$ cat config.mk
export PLATFORM = sky130hd
export DESIGN_NAME = axis_ask_uart_rx
export DESIGN_NICKNAME = d
export VERILOG_FILES = /design/src/rtl/ask_uart_pkg.sv /design/src/rtl/ask_envelope_detector.sv /design/src/rtl/axis_ask_uart_rx.sv
export SDC_FILE = /design/constraint.sdc
export NUM_CORES = 1
export LEC_CHECK = 0
export BUFFER_PORTS_ARGS = -buffer_cell sky130_fd_sc_hd__buf_2
export CORE_MARGIN = 2
export CORE_UTILIZATION = 52
export DETAILED_ROUTE_END_ITERATION = 12
export GPL_TIMING_DRIVEN = 0
export HOLD_SLACK_MARGIN = 0.08
export PLACE_DENSITY = 0.69
export SYNTH_ARGS = -nofsm -noshare
export SYNTH_HDL_FRONTEND = slang
export SYNTH_HIERARCHICAL = 1
export SYNTH_SLANG_ARGS = --single-unit
$ cat constraint.sdc
create_clock -name clk -period 7.6 [get_ports clk]
set_input_delay 0.76 -clock clk [delete_from_list [all_inputs] [get_ports clk]]
set_output_delay 0.76 -clock clk [all_outputs]
set_load 0.01 [all_outputs]
$ cat src/rtl/ask_uart_pkg.sv
// Shared definitions for the ASK UART receive path: FSM encoding, frame shape
// and the moving-sum width helper.
package ask_uart_pkg;

  // Receiver FSM state encodings.
  localparam logic [2:0] ST_IDLE_ENC      = 3'd0;
  localparam logic [2:0] ST_START_ENC     = 3'd1;
  localparam logic [2:0] ST_DATA_ENC      = 3'd2;
  localparam logic [2:0] ST_STOP_ENC      = 3'd3;
  localparam logic [2:0] ST_WAIT_IDLE_ENC = 3'd4;

  typedef enum logic [2:0] {
    ST_IDLE      = ST_IDLE_ENC,
    ST_START     = ST_START_ENC,
    ST_DATA      = ST_DATA_ENC,
    ST_STOP      = ST_STOP_ENC,
    ST_WAIT_IDLE = ST_WAIT_IDLE_ENC
  } rx_state_t;

  // 8N1 framing.
  localparam int DATA_BITS = 8;
  localparam int STOP_BITS = 1;

  // Width of the moving sum: magnitude width plus log2 of the window depth,
  // which is exactly enough to hold 2^log_win full-scale magnitudes.
  function automatic int sum_width(input int ask_width, input int log_win);
    return ask_width - 1 + log_win;
  endfunction

endpackage

$ cat src/rtl/ask_envelope_detector.sv
// Envelope detector: rectifies signed ASK samples, keeps a moving sum over a
// 2^LOG_WIN window and turns it into a line level with hysteresis.
module ask_envelope_detector
  import ask_uart_pkg::*;
#(
  parameter int ASK_WIDTH = 8,
  parameter int LOG_WIN   = 5,
  parameter int THRESH_HI = 1024,
  parameter int THRESH_LO = 512
) (
  input  logic                 clk,
  input  logic                 rst,
  input  logic [ASK_WIDTH-1:0] i_sample,
  output logic                 o_line
);

  localparam int MW  = ASK_WIDTH - 1;
  localparam int WIN = 1 << LOG_WIN;
  localparam int SW  = sum_width(ASK_WIDTH, LOG_WIN);

  localparam logic [SW-1:0] c_hi = SW'(THRESH_HI);
  localparam logic [SW-1:0] c_lo = SW'(THRESH_LO);

  logic [MW-1:0]     w_mag;
  logic [MW-1:0]     w_oldest;
  logic [SW-1:0]     w_mag_ext;
  logic [SW-1:0]     w_old_ext;
  logic [WIN*MW-1:0] r_win;
  logic [SW-1:0]     r_sum;
  logic              r_line;

  // Negative samples carry no carrier energy and are clamped to zero.
  assign w_mag     = i_sample[ASK_WIDTH-1] ? '0 : i_sample[ASK_WIDTH-2:0];
  assign w_oldest  = r_win[WIN*MW-1 -: MW];
  assign w_mag_ext = {{LOG_WIN{1'b0}}, w_mag};
  assign w_old_ext = {{LOG_WIN{1'b0}}, w_oldest};
  assign o_line    = r_line;

  // Delay line and running sum: add the newest magnitude, drop the oldest.
  always_ff @(posedge clk) begin
    if (!rst) begin
      r_win <= '0;
      r_sum <= '0;
    end else begin
      r_win <= {r_win[(WIN-1)*MW-1:0], w_mag};
      r_sum <= r_sum + w_mag_ext - w_old_ext;
    end
  end

  // Hysteresis comparator; idle line (carrier present) is mark.
  always_ff @(posedge clk) begin
    if (!rst) begin
      r_line <= 1'b1;
    end else if (r_sum >= c_hi) begin
      r_line <= 1'b1;
    end else if (r_sum < c_lo) begin
      r_line <= 1'b0;
    end
  end

endmodule

$ cat src/rtl/axis_ask_uart_rx.sv
// ASK UART receiver: envelope detection, 8N1 deframing at CLKDIV clocks per
// bit, and a one-entry AXI-Stream output buffer.
//
// Output handshake: a byte transfers on every clock edge where o_tvalid and
// o_tready are both high. Once o_tvalid rises it stays high with o_tdata held
// stable until that transfer happens; o_tvalid never depends on o_tready.
module axis_ask_uart_rx
  import ask_uart_pkg::*;
#(
  parameter int ASK_WIDTH = 8,
  parameter int LOG_WIN   = 5,
  parameter int THRESH_HI = 1024,
  parameter int THRESH_LO = 512,
  parameter int CLKDIV    = 100
) (
  input  logic                 clk,
  input  logic                 rst,
  input  logic [ASK_WIDTH-1:0] ask_rx,
  output logic [7:0]           o_tdata,
  output logic                 o_tvalid,
  input  logic                 o_tready,
  output logic                 frame_err,
  output logic                 overrun,
  output logic                 rx_busy
);

  localparam int CW = $clog2(CLKDIV);
  localparam int BW = $clog2(DATA_BITS);

  localparam logic [CW-1:0] c_bit_last  = CW'(CLKDIV - 1);
  localparam logic [CW-1:0] c_half_last = CW'(CLKDIV / 2 - 1);
  localparam logic [BW-1:0] c_idx_last  = BW'(DATA_BITS - 1);

  logic                 w_line;
  logic                 r_line_q;
  rx_state_t            r_state;
  rx_state_t            w_state_nx;
  logic [CW-1:0]        r_cnt;
  logic [CW-1:0]        w_cnt_nx;
  logic [BW-1:0]        r_bitidx;
  logic [BW-1:0]        w_bitidx_nx;
  logic [DATA_BITS-1:0] r_shift;
  logic [DATA_BITS-1:0] w_shift_nx;
  logic                 w_deliver;
  logic                 w_ferr;
  logic [7:0]           r_tdata;
  logic                 r_tvalid;
  logic                 r_frame_err;
  logic                 r_overrun;

  ask_envelope_detector #(
    .ASK_WIDTH (ASK_WIDTH),
    .LOG_WIN   (LOG_WIN),
    .THRESH_HI (THRESH_HI),
    .THRESH_LO (THRESH_LO)
  ) u_env (
    .clk      (clk),
    .rst      (rst),
    .i_sample (ask_rx),
    .o_line   (w_line)
  );

  // Previous line level, used to spot the mark-to-space start edge.
  always_ff @(posedge clk) begin
    if (!rst) begin
      r_line_q <= 1'b1;
    end else begin
      r_line_q <= w_line;
    end
  end

  // FSM and bit-timing registers.
  always_ff @(posedge clk) begin
    if (!rst) begin
      r_state  <= ST_IDLE;
      r_cnt    <= '0;
      r_bitidx <= '0;
      r_shift  <= '0;
    end else begin
      r_state  <= w_state_nx;
      r_cnt    <= w_cnt_nx;
      r_bitidx <= w_bitidx_nx;
      r_shift  <= w_shift_nx;
    end
  end

  // Next-state logic: mid-bit sampling of start, data and stop bits.
  always_comb begin
    w_state_nx  = r_state;
    w_cnt_nx    = r_cnt;
    w_bitidx_nx = r_bitidx;
    w_shift_nx  = r_shift;
    w_deliver   = 1'b0;
    w_ferr      = 1'b0;
    unique case (r_state)
      ST_IDLE: begin
        if (r_line_q && !w_line) begin
          w_state_nx = ST_START;
          w_cnt_nx   = '0;
        end
      end
      ST_START: begin
        if (r_cnt == c_half_last) begin
          w_cnt_nx = '0;
          if (!w_line) begin
            w_state_nx  = ST_DATA;
            w_bitidx_nx = '0;
          end else begin
            // Line went back to mark before mid start bit: a glitch.
            w_state_nx = ST_IDLE;
          end
        end else begin
          w_cnt_nx = r_cnt + CW'(1);
        end
      end
      ST_DATA: begin
        if (r_cnt == c_bit_last) begin
          w_cnt_nx   = '0;
          w_shift_nx = {w_line, r_shift[DATA_BITS-1:1]};
          if (r_bitidx == c_idx_last) begin
            w_state_nx = ST_STOP;
          end else begin
            w_bitidx_nx = r_bitidx + BW'(1);
          end
        end else begin
          w_cnt_nx = r_cnt + CW'(1);
        end
      end
      ST_STOP: begin
        if (r_cnt == c_bit_last) begin
          w_cnt_nx = '0;
          if (w_line) begin
            w_deliver  = 1'b1;
            w_state_nx = ST_IDLE;
          end else begin
            w_ferr     = 1'b1;
            w_state_nx = ST_WAIT_IDLE;
          end
        end else begin
          w_cnt_nx = r_cnt + CW'(1);
        end
      end
      ST_WAIT_IDLE: begin
        // Hold off re-arming until the line returns to mark so a long break
        // reports a single framing error.
        if (w_line) begin
          w_state_nx = ST_IDLE;
        end
      end
      default: begin
        w_state_nx = ST_IDLE;
      end
    endcase
  end

  // One-entry output buffer plus framing-error and overrun pulses.
  always_ff @(posedge clk) begin
    if (!rst) begin
      r_tdata     <= '0;
      r_tvalid    <= 1'b0;
      r_frame_err <= 1'b0;
      r_overrun   <= 1'b0;
    end else begin
      r_frame_err <= w_ferr;
      r_overrun   <= 1'b0;
      if (w_deliver) begin
        if (!r_tvalid || o_tready) begin
          r_tdata  <= r_shift;
          r_tvalid <= 1'b1;
        end else begin
          r_overrun <= 1'b1;
        end
      end else if (r_tvalid && o_tready) begin
        r_tvalid <= 1'b0;
      end
    end
  end

  assign o_tdata   = r_tdata;
  assign o_tvalid  = r_tvalid;
  assign frame_err = r_frame_err;
  assign overrun   = r_overrun;
  assign rx_busy   = (r_state != ST_IDLE);

endmodule

# Yosys cells after proc, flatten, opt, wreduce, memory -nomap -nowiden
# Cells that the tools add are included.
# word_totals
register_bits	270
input_bits	11
out_inout_bits	12
# op_classes
n_reduce_logical	20
n_eq_ne	16
n_addsub	4
order_cmp	2
bitwise_logic	1
muxes	27
# op_table
op	count
$mux W3	11
$mux W7	4
$pmux W7 S3	1
$pmux W3 S5	1
$ne A2 B2 Y1 const B	7
$add A12 B7 Y12	1
$ge A12 B11 Y1 const B	1
$lt A12 B10 Y1 const B	1
$sub A12 B7 Y12	1
$reduce_and A2 Y1	5
$mux W1	8
$add A7 B1 Y7 const B	1
$eq A7 B6 Y1 const B	1
$eq A7 B7 Y1 const B	1
$eq A3 B2 Y1 const B	2
$eq A3 B3 Y1 const B	2
$pmux W3 S2	1
$reduce_and A6 Y1	1
$reduce_bool A3 Y1	2
$reduce_and A5 Y1	1
$ne A2 B1 Y1 const B	2
$reduce_bool A2 Y1	2
$reduce_or A2 Y1	2
$add A3 B1 Y3 const B	1
other kinds (8)	10

# Longest topological paths before layout
# Gate-level depths: netlist (run 1).
# logic_depth
word_depth	5
ltp_mapped	10

# Modules after synthesis
# Netlist (run 1), hierarchy kept.
# modules_own_cells
module	instances	area_each_um2	cells_each	seq_area_each_um2
ask_envelope_detector	1	7086.8	604	4744.6
axis_ask_uart_rx	1	1549.0	161	660.6

# Worst setup path after synthesis (run 1)
# Ideal clock, no wire load.
# synth_path
kind	input port to flip-flop
from	input port ask_rx[7]
to	register u_env.r_sum[10]
arrival_time_ns	2.864
setup_ns	0.128
stages	9
path_slack_ns	4.609
path_cell_list	nand2b_1 > fa_1 > inv_1 > fa_1 > a21oi_1 > o2111ai_1 > a311oi_1 > xor2_1 > nor2_1
# synth_between
elab_chain_len	3
# synth_rtl
item	line_no	source
from (decl)	axis_ask_uart_rx.sv:18	input logic [ASK_WIDTH-1:0] ask_rx,
$mux W7	ask_envelope_detector.sv:33	assign w_mag = i_sample[ASK_WIDTH-1] ? '0 : i_sample[ASK_WIDTH-2:0];
$add A12 B7 Y12	ask_envelope_detector.sv:46	r_sum <= r_sum + w_mag_ext - w_old_ext;
$sub A12 B7 Y12	ask_envelope_detector.sv:46	
to (signal assigned)	ask_envelope_detector.sv:46	
to (decl)	ask_envelope_detector.sv:29	logic [SW-1:0] r_sum;
# No other way between the ends.
# A chain may end at the register's enable or synchronous reset.

# Final worst setup path (run 1)
# Ends and elaborated chain as after synthesis.

==> results of run 1 <==
==> layer usage <==
metal  global-route usage [%]  routed length, um  part of all wire [%]  vias to the layer above
met4                     4.72                253                   1.9                        0
li1                         -                  -                     -                     2514
met2                     25.8               6190                    47                       42
met3                     2.91                355                   2.7                       22
met1                     19.8               6230                    48                     2297
met5                        0                  0                     0                        -
==> final timing paths <==
| check | startpoint | to | slack (ns) | depth (start not counted) |
|---|---|---|---|---|
| hold / removal | u_env/r_win[94] | u_env/r_win[101] | 0.43 | 1 |
| hold reg to reg | u_env/r_win[94] | u_env/r_win[101] | 0.43 | 1 |
| setup reg to reg | u_env/r_sum[1] | u_env/r_sum[10] | 4.99 | 9 |
| setup / recovery | ask_rx[7] | u_env/r_sum[10] | 4.69 | 10 |
==> stage by stage <==
step | util [%] | instances | setup WS (ns) | power (mW) | cell area (sq um)
global route | 60.7 | 1053 | 4.50 | 3.42 | 9950
CTS | 60.7 | 1053 | 4.72 | 3.30 | 9950
finish | 60.7 | 1053 | 4.69 | 3.27 | 9950
floorplan | - | 765 | 4.61 | 1.85 | 8640
global placement | 55.0 | 1006 | 4.25 | 1.91 | 9020
detailed placement | 55.0 | 1006 | 4.18 | 1.93 | 9020
==> power by group through the flow <==
| stage | logic (mW) | registers (mW) | clock network [mW] |
|---|---|---|---|
| after detailed placement | 0.427 | 1.50 | 0 |
| after CTS | 0.436 | 1.47 | 1.39 |
| after floorplan | 0.349 | 1.50 | 0 |
| after global placement | 0.407 | 1.50 | 0 |
| final | 0.436 | 1.47 | 1.36 |
| after global routing | 0.493 | 1.47 | 1.45 |
==> worst reg2reg max path, stage by stage, from the launching register on <==
cell and delay, ns:
dfxtp_1 0.32, inv_1 0.05, fa_1 0.49, inv_1 0.07, fa_1 0.45, a21oi_1 0.26
o2111ai_1 0.23, a311oi_1 0.37, xor2_1 0.19, nor2_1 0.05
==> sequential cells by signal (all words and copies together), names as in the netlist, 3 cells and up <==
signal / flops
o_tdata: 8
r_bitidx: 3
r_cnt: 7
r_shift: 8
r_state: 3
u_env/r_sum: 12
u_env/r_win: 224
==> layout make-up <==
type                    instances  area share [%]
flip-flops and latches        270            54.3
multi-input cells             427            29.8
clock buffers                  35            7.69
well taps                     220            2.77
clock inverters                12            1.71
plain buffers                  34            1.36
inverters                      34            1.28
repair buffers                 21            1.06
==> cell families after synthesis <==
kind of cell,Yosys count,share of synthesized area (%)
simple gates,323,22.5
buf+inv,68,3.04
flops,270,62.6
fa+ha+maj,25,4.23
xor+xnor,11,1.12
mux,24,2.78
compound gates,44,3.72
==> placed cells by master, fill, tap and decap left out, drive strengths merged, types with 7 or more instances in the layout <==
| cell | netlist | final |
|---|---|---|
| mux2i | 24 | 24 |
| inv | 34 | 35 |
| a21oi | 9 | 9 |
| nor2b | 19 | 19 |
| clkbuf | 30 | 65 |
| nand2b | 10 | 10 |
| nand3 | 10 | 10 |
| dfxtp | 270 | 270 |
| buf | 4 | 25 |
| nor2 | 27 | 27 |
| and2 | 221 | 221 |
| ha | 18 | 18 |
| nand2 | 17 | 17 |
| fa | 7 | 7 |
==> impl_metrics.toml, run 1 <==
[status]
outcome = "finished, final reports clean"

[detailed_routing]
vias = 4875
wirelength_um = 13000
drc = 0
post_drt_wl_per_cell_um = 12.4
ant_nets = 0
vias_per_cell = 4.63
first_pass_iters = 4
first_iter_violations = 277

[critical_path]
cpPeakStageDelay_ns = 0.57
cp_num_buf_inv = 2
endpoint_kind = "flop"
critPathKind = "input port to flop"
worstPathCellList = "buf_2 -> nand2b_1 -> fa_1 -> inv_1 -> fa_1 -> a21oi_1 -> o2111ai_1 -> a311oi_1 -> xor2_1 -> nor2_1"
worstPathMaxFanout = 7
cpMostUsedCell = "fa_1"
start_kind = "input port"
path_delay_family = "adder cells"
critPathSlowestCell = "fa_1"
arrival_ns = 3.29
cp_data_required_time_ns = 7.98

[sta]
rsz0062_at_grt = "no"
tightestPinTransition_ns = 0.720
period_share_pct = 38.3
timing.fmax_mhz = 344
slew_headroom_pct = 51.7
fin_worst_hold_slack_ns = 0.427
fin_skew_ns = 0.00727
period_needed_ns = 2.91
finalSetupViolations = 0
hold_viol = 0
finalSetupTns_ns = 0
slew_viol_final = 0

[placement]
portBuffers = 21
dpl.hpwl_um = 8570
gp_congestion = 0.828

[die]
coreArea_sq_mm = 0.0164
ios = 23
rows = 47
dieArea_sq_mm = 0.0177
fp.dieW_um = 133
initial_core_util_pct = 52.6
die_h_um = 133

[cells_and_area]
fillers = 1313
multiInputGateArea_sq_mm = 0.00297
layout.nets = 850
register_area_sq_mm = 0.00541
area_growth_pct = 15.2
antenna_cells = 0
drive_gt1_share_pct = 9.24

[power]
p_int_mw = 2.48
switching_power_mw = 0.781
power_switching_share_pct = 23.9
pwr_density_cell_mw_per_mm2 = 328
irDropWorstVdd_mv = 0.246
seqPwrFrac_pct = 45.1
leakage_nw = 4.21
clock_power_share_pct = 41.5
comb_power_share_pct = 13.4

[synth]
ys.flop_type = "dfxtp_1"
synth_edf_count = 0
synth_cell_type_count = 49
yosysTopAreaCell = "dfxtp_1"
synthesis.area_sq_mm = 0.00864
ys_top_cells_by_area = "dfxtp_1 (63%), and2_1 (16%), mux2i_1 (2.8%)"
ys_warn_count = 6
synth_nets = 801
yosysSeqAreaShare_pct = 62.6
avgSynthCellArea_sq_um = 11.3
synth_commonest_cells = "dfxtp_1 (270), and2_1 (221), inv_1 (34), clkbuf_1 (30), nor2_1 (27)"
synth.most_common_cell = "dfxtp_1"
synthArstFlopShare_pct = 0
synth_cells = 765
ys_ff_latch = 270
netlist.area_leader.share_pct = 62.6

[global_routing]
grt_pass1_vias = 4917
grt_max_degree = 16
antenna_found_initial = 0
overflow = 0
grt_pass1_wl_um = 22500
grt_usage_pct = 15.2

[clock_tree]
post-cts-setup-buffers = 0
cts.sinks = 270
clk_latency_ns = 0.51
cts-resized-gates = 0
cts_buffers = 26
clockRootBuffer = "clkbuf_16"
cts_tree = "done"
hold_buffers = 0
clockBufferDepth = 3
cts.reportedPaths.clkPinSlew_ns = 0.06
cts_max_level = 1

[job]
max_cap_viol_count = 0

[hold_path]
hp-class = "flop to flop"
No activity file was read; power rests on OpenSTA's default activity.
==> inputs of run 2 (changes only) <==
ABC_AREA = 1   (was unset)
PLACE_DENSITY = 0.72   (was 0.69)
clock period = 2.36 ns   (was 7.6 ns; I/O delays follow)
==> impl_metrics.toml, run 2 <==
[status]
outcome = "finished, final reports clean"

[detailed_routing]
first_iter_violations = 243
wirelength_um = 13400
ant_nets = 0
drc = 0
vias_per_cell = 4.24
post_drt_wl_per_cell_um = 9.50
vias = 5995
first_pass_iters = 4

[synth]
synth_commonest_cells = "nand2_1 (314), inv_1 (294), dfxtp_1 (270), nor2_1 (85), nand3_1 (27)"
ys_top_cells_by_area = "dfxtp_1 (60%), nand2_1 (13%), inv_1 (12%)"
yosysTopAreaCell = "dfxtp_1"
synth_edf_count = 0
synthesis.area_sq_mm = 0.00908
synth_cell_type_count = 28
avgSynthCellArea_sq_um = 8.16
ys.flop_type = "dfxtp_1"
netlist.area_leader.share_pct = 59.5
ys_ff_latch = 270
synth_nets = 1149
yosysSeqAreaShare_pct = 59.5
synthArstFlopShare_pct = 0
synth.most_common_cell = "nand2_1"
ys_warn_count = 6
synth_cells = 1113

[cells_and_area]
mostFrequentLayoutCells = "nand2_1 (313), inv_1 (294), dfxtp_1 (270), nor2_1 (85), buf_2 (45)"
final_area_sq_mm = 0.0105
final_util_pct = 61.0
area_growth_pct = 15.4
layout.nets = 1207
antenna_cells = 0
largestRegisters = "u_env/r_win x224, u_env/r_sum x12"
final_cells = 1414
fillers = 1493
largest_register_ffs = 224
drive_gt1_share_pct = 9.42
final_common_cell = "nand2_1"
largest-register = "u_env/r_win"

[critical_path]
cpMostUsedCell = "nand2_1"
start_kind = "input port"
worstPathMaxFanout = 4
endpoint_kind = "flop"
worstPathCellList = "dlygate4sd3_1 -> buf_2 -> nand2_1 -> fa_1 -> inv_1 -> ha_1 -> nand2_1 -> inv_1 -> nand2_1 -> nand2_1 -> nand2_1 -> nand3_1 -> nor2_1 -> nor2_1"
critPathSlowestCell = "fa_1"
critPathLaunch = "ask_rx[5]"
r2r-start = "u_env/r_sum[5]"
cpPeakStageDelay_ns = 0.56
critPathKind = "input port to flop"
path_delay_family = "adder cells"
arrival_ns = 2.59
r2r_slack_ns = 0.40
cp_data_required_time_ns = 2.76
cp_num_buf_inv = 4

[power]
switching_power_mw = 3.04
seqPwrFrac_pct = 43.1
leakage_nw = 6.34
pwr_density_cell_mw_per_mm2 = 1060
irDropWorstVdd_mv = 0.675
p_int_mw = 8.12
clock_power_share_pct = 38.5
comb_power_share_pct = 18.3
power_switching_share_pct = 27.3

[placement]
gp_congestion = 0.819
dpl-instance-area_sq_mm = 0.00947
dpl.cell_count = 1359
dpl.hpwl_um = 8690
portBuffers = 21

[global_routing]
grt_usage_pct = 15.3
overflow = 0
grt_max_degree = 16
grt_pass1_vias = 5571
grt_pass1_wl_um = 23700
antenna_found_initial = 0

[clock_tree]
cts.sinks = 270
clk_latency_ns = 0.51
clockBufferDepth = 3
cts.reportedPaths.clkPinSlew_ns = 0.06
clockRootBuffer = "clkbuf_16"
cts_buffers = 26
cts_max_level = 1
cts_tree = "done"
post-cts-setup-buffers = 0

[die]
die_h_um = 136
dieArea_sq_mm = 0.0185
ios = 23
rows = 48
coreArea_sq_mm = 0.0172
initial_core_util_pct = 52.9
fp.dieW_um = 136

[sta]
slew_headroom_pct = 70.6
finalSetupViolations = 0
period_share_pct = 92.7
slew_viol_final = 0
timing.fmax_mhz = 457
period_needed_ns = 2.19
fin_skew_ns = 0.0102
tightestPinTransition_ns = 0.441
hold_viol = 0
rsz0062_at_grt = "no"
fin_worst_hold_slack_ns = 0.110
finalSetupTns_ns = 0

[hold_path]
hp-start = "ask_rx[6]"
hp-class = "input port to flop"

[job]
max_cap_viol_count = 0
-- run 2: cells by family (layout without fill, tap and decap cells) --
logic type               after synthesis  count (layout)  synth area share (%)
buffers and inverters                330             406                  14.1
AND/OR/NAND/NOR                      443             443                  19.7
AO/OA/AOI/OAI                         43              43                  2.45
XOR/XNOR                               2               2                 0.193
adder cells (fa/ha/maj)               25              25                  4.02
flip-flops                           270             270                  59.5
-- run 2: layer usage --
metal,vias up,global-route usage (%),part of all wire (%)
met1,2651,20.2,50
li1,3254,-,-
met3,27,3.21,3.7
met2,63,25.5,44
met4,0,4.22,2.2
met5,-,0,0
-- run 2: path summary, 6_finish.rpt --
path | endpoint | cells after the start
min | u_env/r_win[6] | 3
max | u_env/r_sum[10] | 14
min reg2reg | u_env/r_win[100] | 2
max reg2reg | u_env/r_sum[10] | 12
-- run 2: power by group through the flow --
stage	logic (mW)	registers (mW)	clock network (mW)
final	2.05	4.81	4.30
after global routing	2.42	4.83	4.61
after CTS	2.04	4.82	4.39
after detailed placement	2.02	4.92	0
after global placement	1.97	4.91	0
after floorplan	1.64	4.89	0
-- run 2: area by class of cell --
cell class,count,area (sq um),area share [%]
Buffer,29,146,1.40
Clock buffer,36,759,7.24
Clock inverter,10,156,1.49
Inverter,301,1130,10.8
Multi-Input combinational cell,513,2410,23.0
Sequential cell,270,5410,51.6
Tap cell,225,282,2.69
Timing Repair Buffer,30,195,1.86
-- run 2: per-stage QoR --
stage	setup WS (ns)	power (mW)
floorplan	0.321	6.53
global placement	0.0105	6.88
detailed placement	-0.0624	6.94
CTS	0.134	11.3
global route	0.00956	11.9
finish	0.173	11.2
-- run 2: timing repair --
| item | in CTS | in global routing |
|---|---|---|
| hold endpoints to repair | 13 | 0 |
| endpoints found under the setup margin | 0 | 3 |
| resized for setup | 0 | 4 |
| hold buffers | 9 | 0 |
-- run 2: worst register-to-register path: cells and delay by family, from the launching register on --
family,cells,cell delay (ns)
adder cells (fa/ha/maj),2,0.82
AND/OR/NAND/NOR,7,0.58
flip-flops,1,0.30
buffers and inverters,3,0.15
